$ cat src/rtl/core_mem_arbiter_pkg.sv
`default_nettype none
// ============================================================================
//  Module  : MemArbPkg
//  Purpose : Shared width helpers for the N-port memory arbiter and its
//            tag FIFO.
//  Revision: 1.0  initial release
// ============================================================================
package MemArbPkg;

  localparam int unsigned c_byte_w = 8;

  // Ceiling log2; clog2(1) = 0.
  function automatic int unsigned clog2(input int unsigned n);
    int unsigned r;
    r = 0;
    while ((32'd1 << r) < n) r = r + 1;
    return r;
  endfunction

  // Index width that never collapses to zero bits, so that a single port or
  // a depth-1 FIFO still has a legal one-bit index.
  function automatic int unsigned idx_w(input int unsigned n);
    return (clog2(n) < 1) ? 1 : clog2(n);
  endfunction

  // Byte-mask width for a given data width.
  function automatic int unsigned wmask_w(input int unsigned data_w);
    return data_w / c_byte_w;
  endfunction

endpackage
`default_nettype wire

$ cat src/rtl/core_mem_arbiter_tag_fifo.sv
`default_nettype none
// ============================================================================
//  Module  : arb_tag_fifo
//  Purpose : Small in-order FIFO holding the port index of each in-flight
//            memory request. A pop and a push in the same cycle are accepted
//            even when full, leaving the count unchanged.
//  Revision: 1.0  initial release
// ============================================================================
module arb_tag_fifo
  import MemArbPkg::*;
#(
  parameter int unsigned DEPTH = 4,
  parameter int unsigned W     = 1
) (
  input  logic         clk,
  input  logic         reset,
  input  logic         push,
  input  logic         pop,
  input  logic [W-1:0] din,
  output logic         full,
  output logic         empty,
  output logic [W-1:0] head
);

  localparam int unsigned PTR_W = idx_w(DEPTH);
  localparam int unsigned CNT_W = clog2(DEPTH) + 1;

  typedef logic [PTR_W-1:0] ptr_t;

  logic [W-1:0]     r_mem [DEPTH];
  ptr_t             r_wr_ptr;
  ptr_t             r_rd_ptr;
  logic [CNT_W-1:0] r_count;
  logic             w_do_push;
  logic             w_do_pop;

  // Pointers wrap at DEPTH rather than at a power of the pointer width.
  function automatic ptr_t ptr_inc(input ptr_t p);
    return (p == ptr_t'(DEPTH - 1)) ? '0 : p + ptr_t'(1);
  endfunction

  assign full      = (r_count == CNT_W'(DEPTH));
  assign empty     = (r_count == '0);
  assign head      = r_mem[r_rd_ptr];
  assign w_do_pop  = pop && !empty;
  assign w_do_push = push && (!full || w_do_pop);

  // Tag storage; contents are meaningless while the count says empty.
  always_ff @(posedge clk) begin
    if (w_do_push) r_mem[r_wr_ptr] <= din;
  end

  // Pointer and occupancy bookkeeping, flushed on reset.
  always_ff @(posedge clk) begin
    if (reset) begin
      r_wr_ptr <= '0;
      r_rd_ptr <= '0;
      r_count  <= '0;
    end else begin
      if (w_do_push) r_wr_ptr <= ptr_inc(r_wr_ptr);
      if (w_do_pop)  r_rd_ptr <= ptr_inc(r_rd_ptr);
      case ({w_do_push, w_do_pop})
        2'b10:   r_count <= r_count + CNT_W'(1);
        2'b01:   r_count <= r_count - CNT_W'(1);
        default: r_count <= r_count;
      endcase
    end
  end

endmodule
`default_nettype wire

$ cat src/rtl/core_mem_arbiter.sv
`default_nettype none
// ============================================================================
//  Module  : core_mem_arbiter
//  Purpose : Round-robin arbiter sharing one memory port among NUM_PORTS
//            requesters. The grant is held while memory stalls, and responses
//            are routed back in order through a tag FIFO.
//  Revision: 1.0  initial release
// ============================================================================
module core_mem_arbiter
  import MemArbPkg::*;
#(
  parameter int unsigned NUM_PORTS       = 2,
  parameter int unsigned ADDR_W          = 32,
  parameter int unsigned DATA_W          = 32,
  parameter int unsigned MAX_OUTSTANDING = 4
) (
  input  logic                                 clk,
  input  logic                                 reset,
  input  logic [NUM_PORTS-1:0]                 p_req_valid,
  output logic [NUM_PORTS-1:0]                 p_req_ready,
  input  logic [NUM_PORTS*ADDR_W-1:0]          p_req_addr,
  input  logic [NUM_PORTS-1:0]                 p_req_we,
  input  logic [NUM_PORTS*DATA_W-1:0]          p_req_wdata,
  input  logic [NUM_PORTS*wmask_w(DATA_W)-1:0] p_req_wmask,
  output logic [NUM_PORTS-1:0]                 p_resp_valid,
  output logic [DATA_W-1:0]                    p_resp_rdata,
  output logic                                 m_req_valid,
  input  logic                                 m_req_ready,
  output logic [ADDR_W-1:0]                    m_req_addr,
  output logic                                 m_req_we,
  output logic [DATA_W-1:0]                    m_req_wdata,
  output logic [wmask_w(DATA_W)-1:0]           m_req_wmask,
  input  logic                                 m_resp_valid,
  input  logic [DATA_W-1:0]                    m_resp_rdata,
  output logic                                 err
);

  localparam int unsigned IDX_W = idx_w(NUM_PORTS);
  localparam int unsigned WM_W  = wmask_w(DATA_W);

  typedef logic [IDX_W-1:0] port_idx_t;

  localparam port_idx_t c_last_port = port_idx_t'(NUM_PORTS - 1);

  port_idx_t   r_rr_ptr;
  port_idx_t   r_lock_port;
  logic        r_lock;
  logic        r_err;

  port_idx_t   w_grant;
  logic        w_grant_valid;
  int unsigned w_cand;
  port_idx_t   w_rr_next;
  logic        w_full;
  logic        w_empty;
  port_idx_t   w_head;
  logic        w_full_block;
  logic        w_hs;
  logic        w_pop;

  // Grant selection: a locked port keeps the grant, otherwise the first
  // requester at or after the round-robin pointer wins.
  always_comb begin
    w_grant       = r_rr_ptr;
    w_grant_valid = 1'b0;
    w_cand        = 0;
    if (r_lock) begin
      w_grant       = r_lock_port;
      w_grant_valid = p_req_valid[r_lock_port];
    end else begin
      for (int unsigned off = 0; off < NUM_PORTS; off++) begin
        w_cand = int'(r_rr_ptr) + off;
        if (w_cand >= NUM_PORTS) w_cand = w_cand - NUM_PORTS;
        if (!w_grant_valid && p_req_valid[port_idx_t'(w_cand)]) begin
          w_grant       = port_idx_t'(w_cand);
          w_grant_valid = 1'b1;
        end
      end
    end
  end

  // A same-cycle response frees a slot, so a full FIFO only blocks when no
  // pop is coming.
  assign w_full_block = w_full && !m_resp_valid;
  assign m_req_valid  = w_grant_valid && !w_full_block && !reset;
  assign w_hs         = m_req_valid && m_req_ready;
  assign w_pop        = m_resp_valid && !w_empty && !reset;
  assign w_rr_next    = (w_grant == c_last_port) ? '0 : w_grant + port_idx_t'(1);

  assign m_req_addr   = p_req_addr[w_grant*ADDR_W +: ADDR_W];
  assign m_req_we     = p_req_we[w_grant];
  assign m_req_wdata  = p_req_wdata[w_grant*DATA_W +: DATA_W];
  assign m_req_wmask  = p_req_wmask[w_grant*WM_W +: WM_W];
  assign p_resp_rdata = m_resp_rdata;
  assign err          = r_err;

  // Per-port strobes: ready to the granted port on handshake, response to the
  // port at the head of the tag FIFO.
  always_comb begin
    p_req_ready  = '0;
    p_resp_valid = '0;
    for (int unsigned i = 0; i < NUM_PORTS; i++) begin
      p_req_ready[i]  = w_hs && (w_grant == port_idx_t'(i));
      p_resp_valid[i] = w_pop && (w_head == port_idx_t'(i));
    end
  end

  // Round-robin pointer and stall lock.
  always_ff @(posedge clk) begin
    if (reset) begin
      r_rr_ptr    <= '0;
      r_lock      <= 1'b0;
      r_lock_port <= '0;
    end else if (w_hs) begin
      r_rr_ptr <= w_rr_next;
      r_lock   <= 1'b0;
    end else if (m_req_valid) begin
      r_lock      <= 1'b1;
      r_lock_port <= w_grant;
    end
  end

  // Sticky error for a response with nothing outstanding.
  always_ff @(posedge clk) begin
    if (reset) begin
      r_err <= 1'b0;
    end else if (m_resp_valid && w_empty) begin
      r_err <= 1'b1;
    end
  end

  arb_tag_fifo #(
    .DEPTH (MAX_OUTSTANDING),
    .W     (IDX_W)
  ) u_tag_fifo (
    .clk   (clk),
    .reset (reset),
    .push  (w_hs),
    .pop   (w_pop),
    .din   (w_grant),
    .full  (w_full),
    .empty (w_empty),
    .head  (w_head)
  );

endmodule
`default_nettype wire

$ cat config.mk
export PLATFORM = sky130hd
export DESIGN_NAME = core_mem_arbiter
export DESIGN_NICKNAME = d
export VERILOG_FILES = /design/src/rtl/core_mem_arbiter_pkg.sv /design/src/rtl/core_mem_arbiter_tag_fifo.sv /design/src/rtl/core_mem_arbiter.sv
export SDC_FILE = /design/constraint.sdc
export NUM_CORES = 1
export LEC_CHECK = 0
export BUFFER_PORTS_ARGS = -buffer_cell sky130_fd_sc_hd__buf_2
export CAP_MARGIN = 20
export CORE_AREA = 2 2 110 112
export DETAILED_ROUTE_END_ITERATION = 16
export DIE_AREA = 0 0 112 114
export PLACE_DENSITY = 0.65
export SLEW_MARGIN = 25
export SYNTH_ARGS = -nofsm -noshare
export SYNTH_HDL_FRONTEND = slang
export SYNTH_HIERARCHICAL = 1
export SYNTH_SLANG_ARGS = --single-unit
$ cat constraint.sdc
create_clock -name clk -period 5.7 [get_ports clk]
set_input_delay 1.14 -clock clk [delete_from_list [all_inputs] [get_ports clk]]
set_output_delay 1.14 -clock clk [all_outputs]
set_load 0.02 [all_outputs]
==> flow_summary.json, run 1 <==
{
  "worst_path_max_delay_cell": "buf_4",
  "synth_top_area_share_pct": 32.4,
  "crit_required_ns": 4.56,
  "critical-path-top-delay-family": "buffers and inverters",
  "synth.area.top_cells": "mux2_4, dfxtp_1, buf_4",
  "dieArea_um2": 12800,
  "coreArea_um2": 11700,
  "min_to": "err$_SDFFE_PP0P_",
  "drv_cap": 0,
  "final_util_pct": 28.2,
  "post-dp-hpwl_mm": 6.70,
  "antenna_found_initial": 0,
  "synth_mux_area_share_pct": 44.0,
  "arrival_ns": 2.94,
  "critPathBufInv": 3,
  "syn_inst": 209,
  "fp-row-count": 40,
  "start_util_pct": 19.8,
  "grt_pass1_vias": 2094,
  "via_count": 2229,
  "syn_area_um2": 2310,
  "rsz0062_at_grt": "no",
  "clkSinkCount": 17,
  "rr_endpoint": "u_tag_fifo/r_count[1]$_SDFFE_PP0P_",
  "tns_ns": 0,
  "grt_pass1_wl_mm": 10.4,
  "synth_top_family_by_area": "multiplexers",
  "cp-end-kind": "output pin",
  "yosysWarnings": 6,
  "cp-start-kind": "input pin",
  "dieWidth_um": 112,
  "postCtsSetupBuffers": 0,
  "cts_made_buffers": 3,
  "power.leakage_uw": 0.00172,
  "ys_seq_elements": 17,
  "grt_start_max_net_pins": 55,
  "crit_chain": "buf_2 > a21boi_2 > o31ai_4 > buf_4 > mux2_2 > buf_2",
  "power.density_nw_per_um2": 182,
  "synth_compound_gate_area_share_pct": 6.54,
  "worst_pin_slew_ns": 0.875,
  "final_layout_size_suffix_gt1_share_pct": 76.2,
  "gp_congestion": 0.737,
  "setup_viol": 0,
  "synthesis.nets": 391,
  "p_int_uw": 386,
  "hold_violations": 0,
  "io_pins": 283,
  "area_growth_syn_to_layout_pct": 42.5,
  "worst-r2r-cell-count": 12,
  "ctsRootBufferMaster": "clkbuf_16",
  "grt_use_total_pct": 10.1,
  "yosys.area_share.simple_pct": 10.4,
  "post-place-ws_ns": 1.61,
  "switching_share_pct": 35.8,
  "crit_fanout": 54,
  "hold_ws_ns": 0.489,
  "total_power_uw": 601,
  "synth_xor_area_share_pct": 0.757,
  "cts_tree": "built",
  "ir_worst_vdd_v": 0.000155,
  "synth_fa_ha_area_share_pct": 3.57,
  "fmax_ghz": 0.245,
  "nets": 573,
  "yosysUniqueCellTypes": 45,
  "pwr-share-clk_pct": 23.0,
  "ff_latch_area_um2": 380,
  "diodes": 0,
  "combinationalPowerShare_pct": 55.1,
  "timing.final.max_slew_violations": 0,
  "final.fill_count": 1231,
  "wl_mm": 7.54,
  "r2r_start": "u_tag_fifo/r_count[0]$_SDFFE_PP0P_",
  "critPathKind": "in -> out",
  "grt_overflow": 0,
  "yosys.area.top_type": "mux2_4",
  "postRouteAntennaNets": 0,
  "cts.clk_slew.worst_paths_ns": 0.05,
  "viasPerCell": 4.15,
  "wire_per_inst_um": 14.0,
  "dr.pass1.iters": 4,
  "port_buffers": 218,
  "yosysSeqAreaShare_pct": 16.4,
  "cp_slowest_stage_delay_ns": 0.70,
  "htree_levels": 1,
  "skew_ns": 0.00218,
  "hp-start": "err$_SDFFE_PP0P_",
  "clock_latency_ns": 0.25,
  "worst_slack_ns": 1.62,
  "hold_buffers": 0,
  "hold_path_class": "reg -> reg",
  "p_switching_uw": 215,
  "drt_iter0_drc": 45,
  "drcViolationCount": 0,
  "r2r_slack_ns": 2.80,
  "multi_input_area_um2": 1510,
  "period_minus_slack_ns": 4.08,
  "cts-resized-gates": 0,
  "period_share_pct": 71.6,
  "worst_slew_margin_rel_pct": 41.7,
  "chipHeight_um": 114,
  "clockBufferDepth": 2,
  "p_seq_share_pct": 21.9,
  "status": "finished clean",
  "hold_depth": 2,
  "crit_path_frequent_cell": "buf_2",
  "syn_avg_cell_area_um2": 11.1
}
-- worst register-to-register path, delay by kind of cell (launching register included) --
| family | cells | cell delay (ns) |
|---|---|---|
| AND/OR/NAND/NOR | 5 | 0.74 |
| adder cells (fa/ha/maj) | 1 | 0.43 |
| flip-flops | 1 | 0.53 |
| buffers and inverters | 3 | 0.47 |
| AO/OA/AOI/OAI | 3 | 0.64 |
-- worst max-delay path by stage --
stage,from,endpoint,slack (ns),depth (start not counted)
6_report,p_req_valid[0],m_req_wdata[19],1.62,6
5_1_grt,p_req_valid[0],m_req_wdata[31],1.53,6
4_1_cts,p_req_valid[0],m_req_wdata[19],1.61,6
3_5_place_dp,p_req_valid[0],m_req_wdata[19],1.61,6
3_3_place_gp,p_req_valid[0],m_req_wdata[31],1.68,6
2_1_floorplan,p_req_valid[0],m_req_wdata[0],2.28,5
-- power groups by stage --
stage / Sequential, µW / Combinational, µW / Clock (µW)
6_report: 132 / 331 / 138
5_1_grt: 132 / 350 / 147
4_1_cts: 132 / 334 / 141
3_5_place_dp: 134 / 334 / 0
3_3_place_gp: 134 / 327 / 0
2_1_floorplan: 134 / 270 / 0
-- stage by stage --
stage          instances  instance area, µm²
2_1_floorplan        209                2310
3_3_place_gp         533                3220
3_5_place_dp         533                3220
4_1_cts              537                3300
5_1_grt              537                3300
6_report             537                3300
-- cells by family (layout without fill, tap and decap cells) --
| logic type | Yosys count | count (layout) |
|---|---|---|
| multiplexers | 73 | 73 |
| buffers and inverters | 52 | 233 |
| AND/OR/NAND/NOR | 40 | 40 |
| AO/OA/AOI/OAI | 19 | 19 |
| flip-flops | 17 | 17 |
| adder cells (fa/ha/maj) | 6 | 6 |
| XOR/XNOR | 2 | 2 |
-- cells in the mapped netlist --
cell and count:
mux2_4 50, buf_4 33, mux2_2 14, dfxtp_1 13, nor2_1 9, inv_1 7
a21oi_1 6, and2_1 6, buf_12 5, ha_1 5, mux2_1 5, buf_2 4
edfxtp_1 4, nand2_1 4, mux2i_1 3, nand2b_1 3, nor2b_1 3, nand3_1 2
nand3b_1 2, nor3_1 2, nor3b_1 2, o2111ai_1 2, o21bai_1 2, or3_1 2
a211oi_1 1, a211oi_2 1, a21boi_2 1, a31oi_1 1, and3_1 1, buf_6 1
buf_8 1, fa_1 1, inv_2 1, mux4_2 1, nor3_2 1, nor4b_4 1
o211ai_1 1, o21ai_0 1, o21ai_1 1, o31ai_2 1, o31ai_4 1, or2_1 1
or4_1 1, xnor2_1 1, xor2_1 1
-- area by class of cell --
type	count	share of cell area [%]
tap	147	5.58
inverter	8	0.911
timing repair buffer	221	33.8
sequential	17	11.5
multi-input combinational	140	45.8
clock inverter	1	0.152
clock buffer	3	2.28
-- cells in the final DEF, fill, tap and decap left out, drive strengths merged, types with 2 or more instances in the layout --
cell,count
nand3,2
or3,2
nor3,3
mux2i,3
nor2b,3
o2111ai,2
o21bai,2
ha,5
nand2b,3
mux2,69
a211oi,2
nand3b,2
nand2,4
inv,8
o21ai,2
o31ai,2
and2,6
nor2,9
dfxtp,13
a21oi,6
nor3b,2
buf,221
edfxtp,4
clkbuf,3
-- metal layers --
| layer | track usage (%) | wire length [µm] |
|---|---|---|
| met5 | 0 | 0 |
| met4 | 0.732 | 14 |
| met3 | 5.05 | 981 |
| met2 | 17.1 | 3580 |
| met1 | 12.1 | 2970 |
(Power assumes the default switching activity.)
==> inputs of run 2 (changes only) <==
==> constraint.sdc (replaced) <==
create_clock -name clk -period 4.3 [get_ports clk]
set_input_delay 0.86 -clock clk [delete_from_list [all_inputs] [get_ports clk]]
set_output_delay 0.86 -clock clk [all_outputs]
set_load 0.02 [all_outputs]
==> run 2 against run 1 <==
Sequential cell count is the same; combinational power increased by 33%; register-to-register slack got worse by 1.3 ns; via count down 0.40%; critical endpoint is now m_req_addr[21]; clock power is 34% higher; total power up 33%; die area unchanged; worst setup slack lost 0.51 ns.
==> flow_summary.json, run 2 (synthesized netlist as in run 1, its figures left out) <==
{
  "r2r_slack_ns": 1.46,
  "hold_ws_ns": 0.472,
  "clock_latency_ns": 0.25,
  "crit_fanout": 54,
  "clockBufferDepth": 2,
  "viasPerCell": 4.13,
  "timing.final.max_slew_violations": 0,
  "fin_cells": 537,
  "hold_path_class": "reg -> reg",
  "dieArea_um2": 12800,
  "tns_ns": 0,
  "clkSinkCount": 17,
  "nets": 573,
  "htree_levels": 1,
  "status": "finished clean",
  "final_area_um2": 3310,
  "wire_per_inst_um": 13.7,
  "r2r_start": "u_tag_fifo/r_count[0]$_SDFFE_PP0P_",
  "hold_buffers": 0,
  "worst_slew_margin_rel_pct": 75.2,
  "power.density_nw_per_um2": 242,
  "start_util_pct": 19.8,
  "period_minus_slack_ns": 3.19,
  "drv_cap": 0,
  "cp-start-kind": "input pin",
  "grt_overflow": 0,
  "grt_start_max_net_pins": 55,
  "post-place-ws_ns": 1.10,
  "final_cell_mix": "buf_2, mux2_4, mux2_2, dfxtp_1, nor2_1",
  "hp-start": "err$_SDFFE_PP0P_",
  "ir_worst_vdd_v": 0.000184,
  "skew_ns": 0.00121,
  "chipHeight_um": 114,
  "period_share_pct": 74.1,
  "worst_slack_ns": 1.11,
  "postRouteAntennaNets": 0,
  "ctsRootBufferMaster": "clkbuf_16",
  "grt_pass1_vias": 1956,
  "arrival_ns": 2.33,
  "final_common_cell": "buf_2",
  "cp-end-kind": "output pin",
  "hold_depth": 2,
  "grt_pass1_wl_mm": 10.2,
  "dr.pass1.iters": 4,
  "cts.clk_slew.worst_paths_ns": 0.05,
  "wl_mm": 7.36,
  "cts_made_buffers": 3,
  "diodes": 0,
  "io_pins": 283,
  "drcViolationCount": 0,
  "dieWidth_um": 112,
  "hold_violations": 0,
  "worst-r2r-cell-count": 12,
  "placed_area_um2": 3230,
  "area_growth_syn_to_layout_pct": 43.1,
  "gp_congestion": 0.745,
  "final_layout_size_suffix_gt1_share_pct": 76.2,
  "final.fill_count": 1238,
  "rr_endpoint": "u_tag_fifo/r_count[1]$_SDFFE_PP0P_",
  "postCtsSetupBuffers": 0,
  "coreArea_um2": 11700,
  "fp-row-count": 40,
  "worst_pin_slew_ns": 0.370,
  "drt_iter0_drc": 68,
  "post-dp-hpwl_mm": 6.60,
  "cts_tree": "built",
  "power.leakage_uw": 0.00173,
  "crit_required_ns": 3.44,
  "antenna_found_initial": 0,
  "setup_viol": 0,
  "critPathKind": "in -> out",
  "via_count": 2220,
  "fmax_ghz": 0.314,
  "grt_use_total_pct": 9.86,
  "min_to": "err$_SDFFE_PP0P_",
  "cts-resized-gates": 0,
  "port_buffers": 218,
  "dp.cells": 533,
  "rsz0062_at_grt": "no"
}
[run 2: layout make-up]
class / instances / area [µm²] / area share (%)
Clock buffer: 3 / 75.1 / 2.27
Clock inverter: 1 / 5.00 / 0.151
Inverter: 8 / 30.0 / 0.907
Multi-Input combinational cell: 140 / 1510 / 45.6
Sequential cell: 17 / 380 / 11.5
Tap cell: 147 / 184 / 5.56
Timing Repair Buffer: 221 / 1130 / 34.0
[run 2: worst max-delay path: stages]
cell and delay, ns:
buf_2 0.11, a21boi_2 0.16, o31ai_4 0.28, buf_12 0.35
mux2_4 0.35, buf_2 0.16
[run 2: layer usage]
layer / wire length [µm] / vias to the layer above / global-route usage (%)
met4: 0 / 0 / 0.732
met3: 1030 / 0 / 5.15
met1: 2890 / 1020 / 12.4
met2: 3440 / 135 / 15.9
li1: - / 1065 / -
met5: 0 / - / 0
[run 2: per-stage QoR]
step           total power [µW]  utilization, %
4_1_cts                     809            28.3
3_3_place_gp                614            27.6
2_1_floorplan               535               -
3_5_place_dp                622            27.6
6_report                    799            28.3
5_1_grt                     838            28.3
[run 2: worst max path at each step]
stage	start	endpoint	slack, ns	cells past startpoint
final	p_req_valid[0]	m_req_addr[21]	1.11	6
after floorplan	reset	u_tag_fifo/r_count[1]$_SDFFE_PP0P_	1.41	11
after CTS	p_req_valid[0]	m_req_wdata[5]	1.11	6
after detailed placement	reset	u_tag_fifo/r_count[1]$_SDFFE_PP0P_	1.10	11
after global placement	p_req_valid[0]	m_req_wdata[12]	1.15	6
after global routing	p_req_valid[0]	m_req_wdata[11]	1.04	6
[run 2: report_power, final]
part,internal (µW),switching (µW),leakage (µW)
combinational,219,220,0.00155
clock,124,60.8,0.0000409
sequential,170,5.20,0.000143
total,513,286,0.00173
==> inputs of run 3 (changes only) <==
--- a/config.mk
+++ b/config.mk
@@ -5,12 +5,13 @@
 export SDC_FILE = /design/constraint.sdc
 export NUM_CORES = 1
 export LEC_CHECK = 0
+export ABC_AREA = 1
 export BUFFER_PORTS_ARGS = -buffer_cell sky130_fd_sc_hd__buf_2
 export CAP_MARGIN = 20
 export CORE_AREA = 2 2 110 112
 export DETAILED_ROUTE_END_ITERATION = 16
 export DIE_AREA = 0 0 112 114
-export PLACE_DENSITY = 0.65
+export PLACE_DENSITY = 0.63
 export SLEW_MARGIN = 25
 export SYNTH_ARGS = -nofsm -noshare
 export SYNTH_HDL_FRONTEND = slang
==> constraint.sdc (replaced) <==
create_clock -name clk -period 3.2 [get_ports clk]
set_input_delay 0.64 -clock clk [delete_from_list [all_inputs] [get_ports clk]]
set_output_delay 0.64 -clock clk [all_outputs]
set_load 0.02 [all_outputs]
==> run 3 against run 2 <==
Sequential cell count did not move; total power is 37% higher; synthesized area is 8.2% lower; register-to-register slack got worse by 0.45 ns; critical path type unchanged; highest routed layer is now met4; largest cell class unchanged; worst hold slack worse by 0.0066 ns; cell count rose by 31%.
==> flow_summary.json, run 3 <==
{
  "synth_flop_cell": "dfxtp_1",
  "min_to": "err$_SDFFE_PP0P_",
  "switching_share_pct": 43.1,
  "diodes": 0,
  "gp_congestion": 0.742,
  "multi_input_area_um2": 1260,
  "p_int_uw": 621,
  "crit_required_ns": 2.56,
  "io_pins": 283,
  "synthesis.nets": 557,
  "port_buffers": 218,
  "dieWidth_um": 112,
  "area_growth_syn_to_layout_pct": 48.2,
  "syn_inst": 375,
  "total_power_uw": 1090,
  "final_area_um2": 3150,
  "coreArea_um2": 11700,
  "placed_area_um2": 3070,
  "critPathBufInv": 5,
  "period_share_pct": 83.7,
  "crit_fanout": 40,
  "cts.clk_slew.worst_paths_ns": 0.05,
  "clkSinkCount": 17,
  "dieArea_um2": 12800,
  "critical-path-top-delay-family": "buffers and inverters",
  "final_cell_mix": "nand2_1, buf_2, inv_1, nor2_1, dfxtp_1",
  "yosysWarnings": 6,
  "ir_worst_vdd_v": 0.000141,
  "htree_levels": 1,
  "setup_viol": 0,
  "synth.area.top_cells": "nand2_1, buf_4, dfxtp_1",
  "viasPerCell": 3.92,
  "syn_area_um2": 2120,
  "clockBufferDepth": 2,
  "dr.pass1.iters": 4,
  "start_util_pct": 18.1,
  "crit_chain": "buf_2 > inv_1 > o21ai_1 > nand2_1 > nand2_4 > inv_4 > buf_4 > nand2_1 > nand2_1 > buf_2",
  "synth_async_sr_flop_share_pct": 0,
  "ff_latch_area_um2": 380,
  "hold_ws_ns": 0.466,
  "skew_ns": 0.00667,
  "worst_path_max_delay_cell": "buf_4",
  "synth-edff-count": 4,
  "cts_made_buffers": 3,
  "final_common_cell": "nand2_1",
  "wl_mm": 7.10,
  "final_layout_size_suffix_gt1_share_pct": 44.3,
  "final.fill_count": 1363,
  "critPathKind": "in -> out",
  "r2r_start": "u_tag_fifo/r_count[0]$_SDFFE_PP0P_",
  "post-place-ws_ns": 0.502,
  "worst_pin_slew_ns": 0.393,
  "wire_per_inst_um": 10.1,
  "postRouteAntennaNets": 0,
  "yosys.area.top_type": "nand2_1",
  "fmax_ghz": 0.373,
  "worst_slew_margin_rel_pct": 73.8,
  "syn_avg_cell_area_um2": 5.67,
  "via_count": 2755,
  "fp-row-count": 40,
  "ctsRootBufferMaster": "clkbuf_16",
  "pwr-share-clk_pct": 22.8,
  "hp-start": "err$_SDFFE_PP0P_",
  "nets": 738,
  "hold_violations": 0,
  "post-dp-hpwl_mm": 5.91,
  "status": "finished clean",
  "timing.final.max_slew_violations": 0,
  "synth_top_cells_by_count": "nand2_1, buf_4, inv_1",
  "crit_path_frequent_cell": "nand2_1",
  "cts_tree": "built",
  "grt_overflow": 0,
  "yosysMostFrequentCell": "nand2_1",
  "grt_pass1_wl_mm": 10.5,
  "rr_endpoint": "u_tag_fifo/r_count[1]$_SDFFE_PP0P_",
  "p_seq_share_pct": 22.1,
  "yosysSeqAreaShare_pct": 17.9,
  "clock_latency_ns": 0.25,
  "p_switching_uw": 470,
  "chipHeight_um": 114,
  "grt_pass1_vias": 2306,
  "yosysUniqueCellTypes": 27,
  "rsz0062_at_grt": "no",
  "power.density_nw_per_um2": 347,
  "grt_start_max_net_pins": 45,
  "postCtsSetupBuffers": 0,
  "period_minus_slack_ns": 2.68,
  "power.leakage_uw": 0.00202,
  "worst_slack_ns": 0.521,
  "drcViolationCount": 0,
  "hold_depth": 2,
  "combinationalPowerShare_pct": 55.1,
  "tns_ns": 0,
  "antenna_found_initial": 0,
  "arrival_ns": 2.04,
  "cts-resized-gates": 0,
  "hold_path_class": "reg -> reg",
  "synth_top_area_share_pct": 39.4,
  "r2r_slack_ns": 1.01,
  "ys_seq_elements": 17,
  "cp_slowest_stage_delay_ns": 0.35,
  "cp-start-kind": "input pin",
  "grt_use_total_pct": 9.94,
  "hold_buffers": 0,
  "drv_cap": 0,
  "worst-r2r-cell-count": 11,
  "drt_iter0_drc": 109,
  "cp-end-kind": "output pin"
}
[run 3: cell types whose count changed in the layout (fill, tap and decap cells not counted), sizes merged, moves of 3 or more]
cell	change
and2	-6
inv	+21
mux2	-69
mux2i	-3
nand2	+227
nand2b	-3
nand3	+4
nor2	+11
nor2b	-3
o21ai	+4
[run 3: through the flow]
step,utilization [%],cells
floorplan,-,375
global placement,26.2,698
detailed placement,26.2,698
CTS,26.9,702
global route,26.9,702
finish,26.9,702
[run 3: worst max path at each step]
stage                     cells past startpoint           start         endpoint
after floorplan                               4    m_resp_valid  p_resp_valid[0]
after global placement                       10  p_req_valid[1]   m_req_addr[10]
after detailed placement                     10  p_req_valid[1]  m_req_wdata[25]
after CTS                                    10  p_req_valid[1]   m_req_addr[23]
after global routing                         10  p_req_valid[1]  m_req_wdata[25]
final                                        10  p_req_valid[1]   m_req_addr[10]
[run 3: worst reg2reg max path, stage by stage, from the launching register on]
cell and delay, ns:
dfxtp_1 0.40, nor2_4 0.07, nand2_2 0.09, inv_2 0.05, a21oi_1 0.26, nand3_2 0.19
inv_1 0.21, inv_1 0.11, nand3_4 0.12, fa_1 0.41, a21boi_1 0.14, nor2_1 0.09
[run 3: kinds of logic (layout without fill, tap and decap cells)]
family,Yosys count,in the layout,synth area share [%]
compound gates,17,17,5.24
flops,17,17,17.9
simple gates,260,260,50.2
fa+ha+maj,6,6,3.89
buf+inv,75,255,22.7
[run 3: metal layers]
metal	up-vias	part of all wire [%]	GRT usage [%]
met5	-	0	0
met4	0	0.90	2.03
met3	10	14	4.30
met2	151	47	17.6
met1	1146	38	11.2
li1	1448	-	-
[run 3: cell type report]
class	instances	share of cell area, %
Clock buffer	4	2.50
Timing Repair Buffer	222	36.0
Sequential cell	17	12.1
Multi-Input combinational cell	283	40.0
Tap cell	147	5.84
Inverter	29	3.54
[run 3: power by group through the flow]
| stage | sequential [µW] | clock (µW) | combinational [µW] |
|---|---|---|---|
| floorplan | 245 | 0 | 450 |
| global placement | 245 | 0 | 607 |
| detailed placement | 245 | 0 | 608 |
| CTS | 241 | 254 | 610 |
| global route | 242 | 268 | 669 |
| finish | 241 | 249 | 601 |
